### src/rtl/mac_reg_slave.sv
// Avalon-MM register responder for the MAC configuration space.
// Inserts WAIT_CYCLES wait states, holds MAC config registers and counts unmapped accesses.
module mac_reg_slave #(
    parameter int unsigned WAIT_CYCLES = 2,
    parameter logic [31:0] REV         = 32'h0000_0901
) (
    input  logic        clk,
    input  logic        reset,
    input  logic [7:0]  address,
    input  logic        write,
    input  logic        read,
    input  logic [31:0] writedata,
    output logic        waitrequest,
    output logic [31:0] readdata,
    output logic        tx_ena,
    output logic        rx_ena,
    output logic [7:0]  fifo_thresh,
    output logic [3:0]  pcs_ctrl,
    output logic        sw_reset,
    output logic        cfg_update
);

    localparam logic [1:0] ST_IDLE = 2'd0;
    localparam logic [1:0] ST_WAIT = 2'd1;
    localparam logic [1:0] ST_ACK  = 2'd2;

    localparam logic [7:0] ADDR_REV     = 8'h00;
    localparam logic [7:0] ADDR_SCRATCH = 8'h01;
    localparam logic [7:0] ADDR_CMD     = 8'h02;
    localparam logic [7:0] ADDR_UNMAP   = 8'h03;
    localparam logic [7:0] ADDR_FIFO    = 8'h0E;
    localparam logic [7:0] ADDR_PCS     = 8'h94;

    localparam logic [3:0]  WAIT_INIT  = (WAIT_CYCLES == 0) ? 4'd0 : 4'(WAIT_CYCLES - 1);
    localparam logic [31:0] SW_RST_BIT = 32'h0000_2000;

    logic [1:0]  state;
    logic [1:0]  next_state;
    logic [3:0]  cnt;
    logic [7:0]  lat_addr;
    logic [31:0] lat_data;
    logic        lat_wr;

    logic [31:0] scratch;
    logic [31:0] cmd_cfg;
    logic [7:0]  unmapped_cnt;

    logic [7:0]  acc_addr;
    logic [31:0] acc_data;
    logic        acc_wr;
    logic        commit;
    logic        mapped;
    logic        writable;
    logic [31:0] rd_mux;

    // NOTE: every signal gets a default first so no path leaves it unassigned (no latch).
    always_comb begin
        next_state = state;
        unique case (state)
            ST_IDLE: if (write || read) next_state = (WAIT_CYCLES == 0) ? ST_ACK : ST_WAIT;
            ST_WAIT: if (cnt == 4'd0) next_state = ST_ACK;
            ST_ACK:  next_state = ST_IDLE;
            default: next_state = ST_IDLE;
        endcase
    end

    // With zero wait states the commit edge is also the sampling edge, so use live inputs.
    always_comb begin
        acc_addr = (state == ST_IDLE) ? address   : lat_addr;
        acc_data = (state == ST_IDLE) ? writedata : lat_data;
        acc_wr   = (state == ST_IDLE) ? write     : lat_wr;
        commit   = (next_state == ST_ACK) && (state != ST_ACK);
        mapped   = 1'b1;
        writable = 1'b0;
        rd_mux   = 32'h0;
        unique case (acc_addr)
            ADDR_REV:     rd_mux = REV;
            ADDR_SCRATCH: begin rd_mux = scratch;               writable = 1'b1; end
            ADDR_CMD:     begin rd_mux = cmd_cfg;               writable = 1'b1; end
            ADDR_UNMAP:   rd_mux = {24'h0, unmapped_cnt};
            ADDR_FIFO:    begin rd_mux = {24'h0, fifo_thresh};  writable = 1'b1; end
            ADDR_PCS:     begin rd_mux = {28'h0, pcs_ctrl};     writable = 1'b1; end
            default:      mapped = 1'b0;
        endcase
    end

    // NOTE: sequential state uses non-blocking assignments so all flops update from pre-edge values.
    always_ff @(posedge clk or negedge reset) begin
        if (!reset) begin
            state       <= ST_IDLE;
            cnt         <= 4'd0;
            lat_addr    <= 8'h0;
            lat_data    <= 32'h0;
            lat_wr      <= 1'b0;
            waitrequest <= 1'b1;
            cfg_update  <= 1'b0;
            sw_reset    <= 1'b0;
        end else begin
            state       <= next_state;
            waitrequest <= (next_state != ST_ACK);
            cfg_update  <= commit && acc_wr && writable;
            sw_reset    <= commit && acc_wr && (acc_addr == ADDR_CMD) && acc_data[13];
            if (state == ST_IDLE && (write || read)) begin
                lat_addr <= address;
                lat_data <= writedata;
                lat_wr   <= write;
                cnt      <= WAIT_INIT;
            end else if (state == ST_WAIT && cnt != 4'd0) begin
                cnt <= cnt - 4'd1;
            end
        end
    end

    always_ff @(posedge clk or negedge reset) begin
        if (!reset) begin
            readdata     <= 32'h0;
            scratch      <= 32'h0;
            cmd_cfg      <= 32'h0;
            fifo_thresh  <= 8'h10;
            pcs_ctrl     <= 4'h0;
            unmapped_cnt <= 8'h0;
        end else if (commit) begin
            if (!acc_wr) readdata <= rd_mux;
            if (acc_wr) begin
                unique case (acc_addr)
                    ADDR_SCRATCH: scratch     <= acc_data;
                    ADDR_CMD:     cmd_cfg     <= acc_data & ~SW_RST_BIT;
                    ADDR_FIFO:    fifo_thresh <= acc_data[7:0];
                    ADDR_PCS:     pcs_ctrl    <= acc_data[3:0];
                    default:      ;
                endcase
            end
            if (!mapped && unmapped_cnt != 8'hFF) unmapped_cnt <= unmapped_cnt + 8'd1;
        end
    end

    assign tx_ena = cmd_cfg[0];
    assign rx_ena = cmd_cfg[1];

endmodule

### config.mk
export PLATFORM = sky130hd
export DESIGN_NAME = mac_reg_slave
export DESIGN_NICKNAME = d
export VERILOG_FILES = /design/src/rtl/mac_reg_slave.sv
export SDC_FILE = /design/constraint.sdc
export NUM_CORES = 1
export LEC_CHECK = 0
export CAP_MARGIN = 30
export CORE_ASPECT_RATIO = 1.1
export CORE_MARGIN = 2
export CORE_UTILIZATION = 55
export CTS_CLUSTER_DIAMETER = 50
export DETAILED_ROUTE_END_ITERATION = 12
export PLACE_DENSITY_LB_ADDON = 0.2
export SLEW_MARGIN = 20
export SYNTH_ARGS = -nofsm -noshare
export SYNTH_HDL_FRONTEND = slang
export SYNTH_SLANG_ARGS = --single-unit
### constraint.sdc
create_clock -name clk -period 2.6 [get_ports clk]
set_input_delay 0.26 -clock clk [delete_from_list [all_inputs] [get_ports clk]]
set_output_delay 0.26 -clock clk [all_outputs]
set_load 0.03 [all_outputs]
==> results.tsv <==
stage	metric	value	unit
status	status	completed	
worst_setup_path	critPathKind	reg -> reg	
sta	maxSlewViolCount	0	
cells_and_area	area_delta_synth_final	25.9	%
worst_hold_path	min_path_type	in -> reg	
worst_setup_path	crit_fanout	22	
worst_setup_path	rr_startpoint	cnt[0]	
logic_synthesis	synth_top_area_share	55.8	%
route	wl_met2	9310	um
floorplan	start_util	55.8	%
worst_setup_path	ff2ff_setup_slack	0.14	ns
job	cap_violations	0	
cts	cts.sinks	165	
floorplan	core	13100	um2
floorplan	die_x	114	um
power_and_ir_drop	p_leak	0.00424	uW
logic_synthesis	yosysUniqueCellTypes	55	
global_route	grt_use_total	26.7	%
logic_synthesis	synth_compound_area_share	14.5	%
cts	cts_root_buf	clkbuf_16	
sta	setup_viol	0	
placement	gp_congestion	0.886	
logic_synthesis	synth_area	7310	um2
logic_synthesis	synthArstFlopShare	100	%
global_route	grt_first_pass_wirelength	29700	um
cts	clk_path_buf_depth	2	
logic_synthesis	syn-num-nets	779	
sta	fin_crit_sh	94.6	%
route	vias	5903	
worst_setup_path	required	2.90	ns
placement	io_buffers	92	
logic_synthesis	synth-simple-area-share	19.2	%
floorplan	die_area	14200	um2
cells_and_area	drive_gt1_share	13.1	%
route	first_pass_iters	6	
route	wl_met1	7410	um
worst_setup_path	start_kind	register	
worst_setup_path	r2r-end	readdata[23]	
logic_synthesis	yosys_warnings	0	
logic_synthesis	syn_avg_cell_area	9.98	um2
cts	h-tree-depth	4	
worst_setup_path	ff2ff_path_depth	7	
worst_setup_path	path_buf_inv	2	
route	drc_errors	0	
placement	placed_area	8600	um2
sta	slew_headroom	54.3	%
cts	insertion_delay	0.43	ns
placement	dp.cells	977	
sta	clock_skew	0.00739	ns
worst_setup_path	crit_chain	inv_1 > ha_1 > or3b_2 > or4b_4 > buf_12 > a221oi_1 > nor2_1	
cts	cts_tree	built	
logic_synthesis	synth_ff_type	dfrtp_1	
logic_synthesis	synth_seq_area_share	56.5	%
worst_setup_path	crit_path_top_delay_cell	or4b_4	
sta	finalHoldViolCount	0	
worst_setup_path	cp-startpoint	cnt[0]	
global_route	grt_max_degree	75	
cells_and_area	nets	882	
cts	cts-buffers-inserted	17	
route	ant_nets	0	
route	highest-signal-layer	met4	
logic_synthesis	synth_cells	733	
logic_synthesis	synth-edff-count	0	
cells_and_area	final_area	9210	um2
cells_and_area	n_antenna_cell	0	
logic_synthesis	synth_xor_area_share	1.20	%
logic_synthesis	yosys.area.top_type	dfrtp_1	
global_route	antenna_found_initial	0	
global_route	overflow	0	
logic_synthesis	synth_seq_cells	165	
sta	fin_tns_setup	0	ns
floorplan	boundaryPins	93	
route	vias_per_cell	5.84	
logic_synthesis	synthMuxAreaShare	4.96	%
worst_setup_path	worstPathArrival	2.76	ns
floorplan	core.rowCount	44	
sta	fmax	407	MHz
cts	clkSlewWorstSetupHoldPaths	0.06	ns
worst_setup_path	crit_end	readdata[23]	
logic_synthesis	ys_top_cells_by_area	dfrtp_1, nand2_1, nor2_1	
route	wl_met3	973	um
sta	rsz0062_at_grt	no	
worst_setup_path	max_stage_delay	0.55	ns
worst_setup_path	critPathCaptureType	register	
power_and_ir_drop	worst_ir_drop_vdd	0.000731	V
placement	dp_hpwl	12200	um
worst_setup_path	critical_path_cell_count	7	
worst_setup_path	cp_top_family	simple AND/OR/NAND/NOR gates	
logic_synthesis	synth_top_family_by_area	simple AND/OR/NAND/NOR gates	
global_route	grt_pass1_vias	5936	
cells_and_area	final_cells	1010	
power_and_ir_drop	p_per_area	1140	nW/um2
sta	fin_crit	2.46	ns
route	finalWirelength	18100	um
floorplan	die_h	125	um
route	drtIter0Drc	378	
route	wl_per_cell	17.9	um
sta	worstMarginPinSlew	0.685	ns
logic_synthesis	yosys.area_share.adder	0.342	%
[timing repair]
item	4_1_cts	5_1_grt
gates resized for setup	0	2
buffers inserted	0	0
endpoints found under the setup margin	0	3
hold endpoints to repair	69	0
hold buffers	1	0
[synth_stat cells, types with 2 or more instances]
master	instances
a211oi_1	5
a21oi_1	21
a21oi_2	28
a221oi_1	23
a22o_1	9
a22oi_1	10
and2_1	2
and3_1	4
buf_1	2
buf_2	7
buf_4	2
buf_6	7
clkbuf_1	25
dfrtp_1	163
dfstp_2	2
ha_1	2
inv_1	3
mux2_2	2
mux2i_1	34
nand2_1	172
nand2b_1	3
nand3_1	2
nand3b_1	2
nand4_1	6
nor2_1	91
nor2_2	2
nor2b_1	2
nor3_1	7
nor3b_1	3
nor4_1	8
o211ai_1	2
o21ai_0	42
o21ai_1	3
o32ai_1	2
or2_2	3
or3_1	4
or4b_1	2
xor2_1	9
[report_power, final]
group	switching (uW)	internal, uW
Clock	974	1520
Sequential	554	3400
Combinational	2480	1620
Total	4000	6540
[placed cells by master (no fill, tap or decap), drive strengths merged, types with 2 or more instances in the layout]
master         instances
nand2                172
dfrtp                163
nor2                  93
clkdlybuf4s50         91
a21oi                 49
o21ai                 46
buf                   35
mux2i                 34
clkbuf                25
a221oi                23
a22oi                 10
a22o                   9
xor2                   9
nor4                   9
nand4                  7
nor3                   7
a211oi                 5
or3                    4
and3                   4
clkinv                 4
nor3b                  3
nand2b                 3
inv                    3
or2                    3
or4b                   3
nor2b                  2
nand3b                 2
mux2                   2
o32ai                  2
o211ai                 2
and2                   2
nand3                  2
ha                     2
bufinv                 2
dfstp                  2
nor4b                  2
[metrics by stage]
step | worst slack, ns | hold WS, ns | util [%] | total power (uW)
finish | 0.141 | 0.392 | 70.3 | 10500
detailed placement | 0.0390 | 0.327 | 65.6 | 8050
global placement | 0.0977 | 0.320 | 65.6 | 7880
CTS | 0.0577 | 0.379 | 70.2 | 10600
global route | 0.0491 | 0.397 | 70.3 | 11100
floorplan | 0.286 | -0.0356 | - | 6450
[metal layers]
| metal | GRT usage (%) | vias to the layer above |
|---|---|---|
| met5 | 0 | - |
| met1 | 34.1 | 2931 |
| met4 | 9.40 | 0 |
| li1 | - | 2735 |
| met3 | 6.30 | 30 |
| met2 | 44.5 | 207 |
[worst min path at each step]
stage	start	endpoint	slack (ns)	cells after the start
after global placement	reset	fifo_thresh[6]	0.32	1
final	writedata[12]	lat_data[12]	0.39	3
after floorplan	reset	cfg_update	-0.04	0
after CTS	writedata[12]	lat_data[12]	0.38	3
after detailed placement	reset	readdata[5]	0.33	1
after global routing	writedata[14]	lat_data[14]	0.40	3
[registers in the layout, summed over array words and instances (netlist names)]
register	flops
lat_data	32
readdata	32
scratch	32
cmd_cfg	31
fifo_thresh	8
lat_addr	8
unmapped_cnt	8
cnt	4
pcs_ctrl	4
state	2
cfg_update	1
lat_wr	1
sw_reset	1
waitrequest	1
[cells by family (layout without fill, tap and decap cells)]
family,count (synthesis),count (layout)
buf+inv,46,162
xor+xnor,10,10
compound gates,152,152
mux,36,36
fa+ha+maj,2,2
simple gates,322,322
flops,165,165
[final cells by class]
cell class              instances  area, um2
flip-flops and latches        165       4130
fillers                      1028       3890
multi-input cells             522       2990
repair buffers                127       1290
clock buffers                  25        495
well taps                     161        201
clock inverters                 7       95.1
inverters                       3       11.3
[worst register-to-register path, delay by kind of cell (launching register included)]
kind / cells / cell delay (ns)
adders and majority gates: 1 / 0.18
AOI/OAI and AO/OA: 1 / 0.32
and+or+nand+nor: 3 / 1.15
DFF: 1 / 0.42
buffers and inverters: 2 / 0.26
(Power assumes the default switching activity.)
